`src/rtl/mem_port_arbiter_pkg.sv`:
```
// -----------------------------------------------------------------------------
// mem_port_arbiter_pkg
//
// Purpose:
//   Shared definitions for the memory port arbiter slice: the arbiter FSM
//   state encoding, the transaction owner encoding and a few width constants.
//   The optional fetch-fairness feature is controlled by the macro
//   MEM_ARB_FAIR_EN, which is consumed by mem_arb_grant and mem_port_arbiter.
//
// Contents:
//   arb_state_t  - ARB_IDLE / ARB_ADDR / ARB_WAIT (2 bits)
//   owner_t      - OWN_NONE / OWN_INST / OWN_DATA (2 bits)
//   WSTRB_W      - byte-enable width of the data and bus ports
// -----------------------------------------------------------------------------
package mem_port_arbiter_pkg;

    localparam int WSTRB_W = 4;

    typedef enum logic [1:0] {
        ARB_IDLE = 2'd0,
        ARB_ADDR = 2'd1,
        ARB_WAIT = 2'd2
    } arb_state_t;

    typedef enum logic [1:0] {
        OWN_NONE = 2'd0,
        OWN_INST = 2'd1,
        OWN_DATA = 2'd2
    } owner_t;

endpackage

```
`src/rtl/mem_arb_grant.sv`:
```
// -----------------------------------------------------------------------------
// mem_arb_grant
//
// Purpose:
//   Winner selection between the fetch requester and the data requester.
//   By default data strictly beats fetch. When MEM_ARB_FAIR_EN is defined a
//   saturating counter tracks consecutive data grants made while fetch was
//   waiting; once it reaches STARVE_MAX the next grant goes to fetch.
//
// Parameters:
//   STARVE_MAX - data grants tolerated while fetch waits (fairness build only)
//
// Ports:
//   clk, rst    - clock / async active-high reset (fairness build only)
//   inst_req    - fetch request pending
//   data_req    - data request pending
//   grant_en    - a grant is being taken this cycle (fairness build only)
//   grant_inst  - fetch wins if a grant is taken this cycle
//   grant_data  - data wins if a grant is taken this cycle
//
// Configuration macro: MEM_ARB_FAIR_EN
// -----------------------------------------------------------------------------
module mem_arb_grant
    import mem_port_arbiter_pkg::*;
#(
    parameter int STARVE_MAX = 4
)
(
`ifdef MEM_ARB_FAIR_EN
    input  logic clk,
    input  logic rst,
    input  logic grant_en,
`endif
    input  logic inst_req,
    input  logic data_req,
    output logic grant_inst,
    output logic grant_data
);

`ifdef MEM_ARB_FAIR_EN

    // A STARVE_MAX below 1 still needs a 1-bit counter to stay legal.
    localparam int CNT_W = (STARVE_MAX < 1) ? 1 : $clog2(STARVE_MAX + 1);

    logic [CNT_W-1:0] starve_cnt;
    logic             fetch_forced;

    assign fetch_forced = (starve_cnt == CNT_W'(STARVE_MAX));

    // Data still wins unless fetch has been passed over too many times.
    assign grant_data = data_req && !(inst_req && fetch_forced);
    assign grant_inst = inst_req && !grant_data;

    // The count only moves when a grant is actually taken. A data grant with
    // no fetch waiting breaks the run of consecutive starving grants.
    always_ff @(posedge clk or posedge rst) begin
        if (rst) begin
            starve_cnt <= '0;
        end else if (grant_en) begin
            if (grant_inst) begin
                starve_cnt <= '0;
            end else if (grant_data) begin
                if (!inst_req) begin
                    starve_cnt <= '0;
                end else if (!fetch_forced) begin
                    starve_cnt <= starve_cnt + CNT_W'(1);
                end
            end
        end
    end

`else

    assign grant_data = data_req;
    assign grant_inst = inst_req && !data_req;

`endif

endmodule

```
`src/rtl/mem_port_arbiter.sv`:
```
// -----------------------------------------------------------------------------
// mem_port_arbiter
//
// Purpose:
//   Shares one SRAM-like memory port between instruction fetch and the data
//   (mem stage) requester. One transaction is outstanding at a time, carried
//   through a request / address-accept / data-return handshake. Data has
//   priority over fetch; per-requester stall requests go to the pipeline
//   stall controller.
//
// Parameters:
//   ADDR_W     - address width
//   DATA_W     - data width
//   STARVE_MAX - data grants tolerated while fetch waits (MEM_ARB_FAIR_EN only)
//
// Ports:
//   clk, rst                          - clock, async active-high reset
//   inst_req/inst_addr                - fetch request (held until inst_addr_ok)
//   inst_addr_ok/inst_data_ok/inst_rdata - fetch accept, data pulse, read data
//   data_req/data_wr/data_wstrb/data_addr/data_wdata - data request
//   data_addr_ok/data_data_ok/data_rdata - data accept, done pulse, read data
//   bus_req/bus_wr/bus_wstrb/bus_addr/bus_wdata - memory request (registered)
//   bus_addr_ok/bus_data_ok/bus_rdata - memory accept, data/ack, read data
//   stallreq_if/stallreq_mem          - stall requests for fetch / mem stage
//
// Configuration macro: MEM_ARB_FAIR_EN enables fetch starvation protection.
// -----------------------------------------------------------------------------
module mem_port_arbiter
    import mem_port_arbiter_pkg::*;
#(
    parameter int ADDR_W     = 32,
    parameter int DATA_W     = 32,
    parameter int STARVE_MAX = 4
)
(
    input  logic               clk,
    input  logic               rst,

    input  logic               inst_req,
    input  logic [ADDR_W-1:0]  inst_addr,
    output logic               inst_addr_ok,
    output logic               inst_data_ok,
    output logic [DATA_W-1:0]  inst_rdata,

    input  logic               data_req,
    input  logic               data_wr,
    input  logic [WSTRB_W-1:0] data_wstrb,
    input  logic [ADDR_W-1:0]  data_addr,
    input  logic [DATA_W-1:0]  data_wdata,
    output logic               data_addr_ok,
    output logic               data_data_ok,
    output logic [DATA_W-1:0]  data_rdata,

    output logic               bus_req,
    output logic               bus_wr,
    output logic [WSTRB_W-1:0] bus_wstrb,
    output logic [ADDR_W-1:0]  bus_addr,
    output logic [DATA_W-1:0]  bus_wdata,
    input  logic               bus_addr_ok,
    input  logic               bus_data_ok,
    input  logic [DATA_W-1:0]  bus_rdata,

    output logic               stallreq_if,
    output logic               stallreq_mem
);

    arb_state_t state;
    owner_t     owner;

    logic               addr_accept;
    logic               data_done;
    logic               grant_en;
    logic               grant_inst;
    logic               grant_data;
    logic               start_txn;

    logic               win_wr;
    logic [WSTRB_W-1:0] win_wstrb;
    logic [ADDR_W-1:0]  win_addr;
    logic [DATA_W-1:0]  win_wdata;
    owner_t             win_owner;

    assign addr_accept = (state == ARB_ADDR) && bus_addr_ok;
    assign data_done   = (state == ARB_WAIT) && bus_data_ok;

    // Grants are taken from IDLE, or directly in the data-return cycle so
    // back-to-back transactions need no idle bubble.
    assign grant_en  = (state == ARB_IDLE) || data_done;
    assign start_txn = grant_en && (grant_inst || grant_data);

    mem_arb_grant #(
        .STARVE_MAX (STARVE_MAX)
    ) u_grant (
`ifdef MEM_ARB_FAIR_EN
        .clk        (clk),
        .rst        (rst),
        .grant_en   (grant_en),
`endif
        .inst_req   (inst_req),
        .data_req   (data_req),
        .grant_inst (grant_inst),
        .grant_data (grant_data)
    );

    // Fields of the winning requester; fetch is always a plain read.
    always_comb begin
        win_wr    = 1'b0;
        win_wstrb = '0;
        win_addr  = inst_addr;
        win_wdata = '0;
        win_owner = OWN_INST;
        if (grant_data) begin
            win_wr    = data_wr;
            win_wstrb = data_wstrb;
            win_addr  = data_addr;
            win_wdata = data_wdata;
            win_owner = OWN_DATA;
        end
    end

    // Arbiter FSM. Requester inputs are sampled only at grant; the bus
    // fields then stay frozen until the next grant, so a requester changing
    // its inputs mid-flight cannot disturb the transaction. A bus_data_ok
    // outside WAIT is simply not looked at.
    always_ff @(posedge clk or posedge rst) begin
        if (rst) begin
            state     <= ARB_IDLE;
            owner     <= OWN_NONE;
            bus_req   <= 1'b0;
            bus_wr    <= 1'b0;
            bus_wstrb <= '0;
            bus_addr  <= '0;
            bus_wdata <= '0;
        end else begin
            case (state)
                ARB_IDLE: begin
                    if (start_txn) begin
                        state     <= ARB_ADDR;
                        owner     <= win_owner;
                        bus_req   <= 1'b1;
                        bus_wr    <= win_wr;
                        bus_wstrb <= win_wstrb;
                        bus_addr  <= win_addr;
                        bus_wdata <= win_wdata;
                    end
                end
                ARB_ADDR: begin
                    if (bus_addr_ok) begin
                        state   <= ARB_WAIT;
                        bus_req <= 1'b0;
                    end
                end
                ARB_WAIT: begin
                    if (bus_data_ok) begin
                        if (start_txn) begin
                            state     <= ARB_ADDR;
                            owner     <= win_owner;
                            bus_req   <= 1'b1;
                            bus_wr    <= win_wr;
                            bus_wstrb <= win_wstrb;
                            bus_addr  <= win_addr;
                            bus_wdata <= win_wdata;
                        end else begin
                            state <= ARB_IDLE;
                            owner <= OWN_NONE;
                        end
                    end
                end
                default: begin
                    state   <= ARB_IDLE;
                    owner   <= OWN_NONE;
                    bus_req <= 1'b0;
                end
            endcase
        end
    end

    // Handshake pulses are routed to the current owner in the same cycle as
    // the memory's response; with no owner nothing is ever signalled.
    assign inst_addr_ok = addr_accept && (owner == OWN_INST);
    assign data_addr_ok = addr_accept && (owner == OWN_DATA);
    assign inst_data_ok = data_done && (owner == OWN_INST);
    assign data_data_ok = data_done && (owner == OWN_DATA);

    assign inst_rdata = (owner == OWN_INST) ? bus_rdata : '0;
    assign data_rdata = (owner == OWN_DATA) ? bus_rdata : '0;

    // A requester stalls while it asks or owns the port, released in the
    // cycle its data comes back.
    assign stallreq_if  = (inst_req || (owner == OWN_INST)) && !inst_data_ok;
    assign stallreq_mem = (data_req || (owner == OWN_DATA)) && !data_data_ok;

endmodule

```
`config.mk`:
```
export PLATFORM = sky130hd
export DESIGN_NAME = mem_port_arbiter
export DESIGN_NICKNAME = d
export VERILOG_FILES = /design/src/rtl/mem_port_arbiter_pkg.sv /design/src/rtl/mem_arb_grant.sv /design/src/rtl/mem_port_arbiter.sv
export SDC_FILE = /design/constraint.sdc
export NUM_CORES = 1
export LEC_CHECK = 0
export CORE_ASPECT_RATIO = 0.6
export CORE_MARGIN = 2
export CORE_UTILIZATION = 37
export DETAILED_ROUTE_END_ITERATION = 6
export PLACE_DENSITY = 0.93
export SYNTH_ARGS = -nofsm -noshare
export SYNTH_HDL_FRONTEND = slang
export SYNTH_SLANG_ARGS = --single-unit
export TNS_END_PERCENT = 1
```
`constraint.sdc`:
```
create_clock -name clk -period 5.1 [get_ports clk]
set_clock_uncertainty 0.2 [all_clocks]
set_input_delay 0.765 -clock clk [delete_from_list [all_inputs] [get_ports clk]]
set_output_delay 0.765 -clock clk [all_outputs]
set_load 0.01 [all_outputs]
```
==> impl_results.md, run 1 <==
- Most area-consuming cells after synthesis: dfrtp_1 (51%), mux2_2 (20%), and2_1 (11%)
- GP Congestion: 0.7564
- DRC Markers: 0
- Io pins: 279
- Switching Share: 0.3252
- ANT cells: 0
- Met1 Routed Length: 5.434 mm
- Layout cell share with drive strength beyond 1: 0.1583
- CTS resizes: 0
- Total of max-cap violations: 0
- Port bufs: 278
- Setup violators final: 0
- Area growth, synth to finish: 88.56%
- Synth top area share: 0.5084
- Hpwl dp: 10.32 mm
- Crit path launch type: input pin
- Mapped Area: 3642 um^2
- # clock sinks: 74
- CTS tree: built
- H-tree levels: 3
- Filler cells: 624
- Commonest cells in the netlist: dfrtp_1 (74), and2_1 (64), mux2_2 (64)
- Min-Delay Path Class: reg -> reg
- Setup TNS: 0 ns
- Area of the multi-input gates: 1672 um^2
- Met3 wire len: 883 um
- CTS max path bufs: 2
- Largest net degree at the start of global routing: 41
- Vias per cell: 4.787
- Comb pwr share: 0.520
- Seq pwr share: 0.285
- WP data required: 4.14 ns
- Vias in the first global route: 3539
- Final Hold Vio Count: 0
- Worst-path maximum fanout: 3
- VDD IR max: 0.3426 mV
- First-pass GRT wire length: 19.58 mm
- Mean Syn Cell Area: 12.35 um^2
- P per Cell Area: 535.4 nW/um^2
- Die ar.: 10680 um^2
- ANT nets after route: 0
- Crit share post-route: 0.6557
- Post-synthesis sequential area ratio: 0.5084
- Fmax: 299.0 MHz
- Min Tclk post-route: 3.344 ns
- Root Buffer: clkbuf_16
- # Post-CTS Setup Buffers: 0
- Fin cells: 705
- Worst setup EP type: primary output
- Total gr overflow: 0
- Most used DFF post-synth: dfrtp_1
- Register bit count reported by yosys: 74
- Relative slew margins: 0.5114
- DRT iter0 DRCs: 236
- Initial Utilization: 0.3892
- Status: completed
- Post-synth ARST share: 1.000
- Die Y: 80.85 um
- Worst-path clk slew: 0.06 ns
- FF/Latch Area: 1852 um^2
- GR Util All Layers: 0.2407
- Yosys warns: 0
- Netlist cell types: 22
- Drt total wl: 13.15 mm
- RSZ-0062 raised after global routing: no
- Most common cell in the netlist: dfrtp_1
- Worst-Skew Late Latency: 0.33 ns
- Post-synthesis net count: 434
- Nets@finish: 709
- Met2 routed WL: 6.621 mm
- Vias: 3375
- Core Area: 9358 um^2
- Row count: 27
- WS Path Type: in -> out
- Worst slew pin tran: 0.7318 ns
- Cell count after synthesis: 295
- Die Width: 132.1 um
- Area leader, netlist: dfrtp_1
- Core Util, Final: 0.7339
- Int Power: 2.481 mW
- Pleak: 2.816 nW
- Fin. max-slew vios: 0
- CTS buffer count: 9
- Top layer reached by signal wires: met4
- Wire per inst: 18.65 um
- Cells after DPL: 689
- DR pass1 iterations: 4
- Switching pwr: 1.196 mW
- Initial antenna violation count: 0
- Hold buffer count at CTS: 0
- Number of flops mapped to enable cells by yosys: 0
- Clock power share: 0.195
- Worst path arrival time: 2.38 ns
## area by class of cell
| type | instances | area share |
|---|---|---|
| Clock inverter | 7 | 0.01713 |
| Multi-Input combinational cell | 199 | 0.2434 |
| Tap cell | 130 | 0.02368 |
| Sequential cell | 74 | 0.2696 |
| Timing Repair Buffer | 285 | 0.4128 |
| Clock buffer | 9 | 0.03279 |
| Inverter | 1 | 0.0005465 |
## final timing paths
check / from / endpoint / slack [ns] / depth (start not counted)
hold reg to reg: bus_wdata[20]$_DFFE_PP0P_ / bus_wdata[20]$_DFFE_PP0P_ / 0.30 / 1
setup / recovery: bus_data_ok / data_data_ok / 1.76 / 4
hold / removal: bus_wdata[20]$_DFFE_PP0P_ / bus_wdata[20]$_DFFE_PP0P_ / 0.30 / 1
setup reg to reg: state[1]$_DFFE_PP0P_ / bus_addr[11]$_DFFE_PP0P_ / 2.89 / 4
min in group asynchronous: rst / bus_addr[22]$_DFFE_PP0P_ / 0.68 / 2
max in group asynchronous: rst / bus_addr[25]$_DFFE_PP0P_ / 3.04 / 3
## power by group through the flow
stage / Combinational, mW / Clock, mW / Sequential (mW)
after global placement: 1.86 / 0 / 1.03
after CTS: 1.93 / 0.733 / 1.05
final: 1.91 / 0.718 / 1.05
after global routing: 2.02 / 0.758 / 1.08
after detailed placement: 1.92 / 0 / 1.05
after floorplan: 0.740 / 0 / 1.13
## layer usage
metal	vias up	GRT usage
li1	1588	-
met1	1615	0.2930
met2	149	0.4203
met3	23	0.07303
met4	0	0.06957
met5	-	0
## per-stage QoR
| stage | instance area, um^2 | hold WS (ns) | setup WS [ns] | power, mW |
|---|---|---|---|---|
| after global placement | 6525 | 0.2751 | 1.841 | 2.897 |
| after detailed placement | 6525 | 0.2915 | 1.783 | 2.969 |
| final | 6868 | 0.3031 | 1.756 | 3.677 |
| after global routing | 6868 | 0.3179 | 1.729 | 3.859 |
| after floorplan | 3642 | 0.3305 | 2.253 | 1.875 |
| after CTS | 6868 | 0.3082 | 1.791 | 3.710 |
## registers in the layout, summed over array words and instances, names as in the netlist
name and count:
bus_wr 1, owner 2, bus_wstrb 4, bus_addr 32, bus_wdata 32, bus_req 1
state 2
## critical path, stage by stage
cell and delay [ns]:
clkdlybuf4s50_1 0.57, nand2_1 0.10, nor3_1 0.33, clkdlybuf4s50_1 0.62
## placed cells by master (no fill, tap or decap), types with 5 or more instances in the layout
| cell | netlist | layout |
|---|---|---|
| a22o_1 | 37 | 37 |
| and2_1 | 64 | 64 |
| buf_4 | 4 | 7 |
| clkbuf_16 | 0 | 9 |
| clkdlybuf4s50_1 | 0 | 278 |
| dfrtp_1 | 74 | 74 |
| mux2_2 | 64 | 64 |
| nand2b_1 | 6 | 6 |
| nor2_1 | 7 | 7 |
| o21ai_0 | 5 | 5 |
## cell families after synthesis
group,share of synthesized area
buffers and inverters,0.03435
DFF,0.5084
AOI/OAI and AO/OA,0.09790
muxes,0.2034
and+or+nand+nor,0.1560
Note: power is estimated with default switching activity, not from simulation.
==> run 2: changes to the inputs <==
CORE_UTILIZATION = 34   (was 37)
PLACE_DENSITY = 0.87   (was 0.93)
clock period = 3.2 ns   (was 5.1 ns; I/O delays follow)
==> run 2 against run 1 <==
  * Via count fell by 2.8%
  * Hold slack better by 0.0021 ns
  * First-iteration DRC count shrank 69%
  * Clock-buffer cell count is the same
  * Sequential share of layout area about the same
  * Sequential power increased by 58%
  * Routed wire length down 9.7%
  * Critical endpoint is now inst_rdata[20]
==> impl_results.md, run 2 (synthesis gave the netlist of run 1 again) <==
- DRT iter0 DRCs: 73
- RSZ-0062 raised after global routing: no
- Worst-path clk slew: 0.06 ns
- Port bufs: 278
- Hold buffer count at CTS: 0
- Status: completed
- Initial Utilization: 0.3473
- Area growth, synth to finish: 88.73%
- Crit path launch type: flop
- Setup violators final: 0
- Relative slew margins: 0.5635
- CTS tree: built
- First-pass GRT wire length: 18.11 mm
- Wire per inst: 16.62 um
- P per Cell Area: 834.9 nW/um^2
- Vias in the first global route: 3389
- Vias: 3282
- Die ar.: 11580 um^2
- CTS buffer count: 9
- Initial antenna violation count: 0
- Row count: 29
- Pleak: 2.808 nW
- Seq pwr share: 0.288
- Die Width: 137.6 um
- GR Util All Layers: 0.2050
- CTS max path bufs: 2
- Clock power share: 0.189
- Fin. max-slew vios: 0
- Setup TNS: 0 ns
- WP data required: 2.52 ns
- Tot Pwr: 5.739 mW
- Switching Share: 0.3234
- DRC Markers: 0
- Worst-path maximum fanout: 33
- H-tree levels: 3
- Core Area: 10490 um^2
- Layout cell share with drive strength beyond 1: 0.1583
- Total gr overflow: 0
- Int Power: 3.883 mW
- Hpwl dp: 9.344 mm
- Worst path arrival time: 2.01 ns
- ANT cells: 0
- Worst slew pin tran: 0.6540 ns
- Io pins: 279
- Pre-CTS WS: 0.5390 ns
- Comb pwr share: 0.522
- Fin cells: 714
- Vias per cell: 4.597
- Most common cell after layout, fill and taps aside: clkdlybuf4s50_1
- Total of max-cap violations: 0
- GP Congestion: 0.7286
- Worst setup EP type: primary output
- Die Y: 84.17 um
- Drt total wl: 11.87 mm
- Final Hold Vio Count: 0
- # Post-CTS Setup Buffers: 0
- Min Tclk post-route: 2.691 ns
- Top Registers: bus_addr x32, bus_wdata x32, bus_wstrb x4
- ANT nets after route: 0
- Largest net degree at the start of global routing: 39
- Switching pwr: 1.856 mW
- VDD IR max: 0.4373 mV
- Nets@finish: 709
- Commonest non-fill, non-tap cells in the layout: clkdlybuf4s50_1 (278), dfrtp_1 (74), mux2_2 (64), and2_1 (64), a22o_1 (37)
- DR pass1 iterations: 4
- WHS: 0.3051 ns
- # clock sinks: 74
- Fmax: 371.6 MHz
- Crit share post-route: 0.8409
- WS Path Type: reg -> out
- Final worst slack: 0.5090 ns
- Filler cells: 781
- Min-Delay Path Class: reg -> reg
- Worst-Skew Late Latency: 0.33 ns
- CTS resizes: 0
- Root Buffer: clkbuf_16
- Cells after DPL: 698
==> run 2: power groups by stage <==
stage | Clock [mW] | Combinational, mW | Sequential [mW]
final | 1.09 | 3.00 | 1.66
after global routing | 1.16 | 3.19 | 1.72
after CTS | 1.11 | 3.03 | 1.66
after detailed placement | 0 | 3.03 | 1.66
after global placement | 0 | 2.97 | 1.65
after floorplan | 0 | 1.18 | 1.81
==> run 2: stage by stage <==
step	area, um^2	util
6_report	6874	0.6555
5_1_grt	6874	0.6555
4_1_cts	6874	0.6555
3_5_place_dp	6550	0.6246
3_3_place_gp	6550	0.6246
2_1_floorplan	3642	-
==> run 2: worst max-delay path, stage by stage (launching register included) <==
cell and delay (ns):
dfrtp_1 0.41, nor2b_1 0.17, buf_4 0.30, and2_1 0.24, clkdlybuf4s50_1 0.56
==> run 2: path summary, 6_finish.rpt <==
path / from / to / slack [ns] / depth (start not counted)
max: owner[0]$_DFFE_PP0P_ / inst_rdata[20] / 0.51 / 4
max reg2reg: state[1]$_DFFE_PP0P_ / bus_addr[18]$_DFFE_PP0P_ / 1.28 / 4
min in group asynchronous: rst / bus_wdata[4]$_DFFE_PP0P_ / 0.34 / 2
min reg2reg: bus_wdata[15]$_DFFE_PP0P_ / bus_wdata[15]$_DFFE_PP0P_ / 0.31 / 1
min: bus_wdata[15]$_DFFE_PP0P_ / bus_wdata[15]$_DFFE_PP0P_ / 0.31 / 1
max in group asynchronous: rst / bus_addr[2]$_DFFE_PP0P_ / 1.84 / 3
==> run 2: layout make-up <==
| type | count | area, um^2 | area share |
|---|---|---|---|
| Timing Repair Buffer | 285 | 2848 | 0.4143 |
| Sequential cell | 74 | 1852 | 0.2694 |
| Multi-Input combinational cell | 199 | 1672 | 0.2432 |
| Clock buffer | 9 | 225.2 | 0.03276 |
| Tap cell | 139 | 173.9 | 0.02530 |
| Clock inverter | 7 | 98.84 | 0.01438 |
| Inverter | 1 | 5.005 | 0.0007281 |
==> run 2: metal layers <==
metal,vias to the layer above,part of all wire,track usage,routed length [um]
li1,1601,-,-,-
met1,1535,0.44,0.2648,5175
met2,126,0.46,0.3284,5439
met3,20,0.085,0.06944,1009
met4,0,0.021,0.05998,246
met5,-,0,0,0
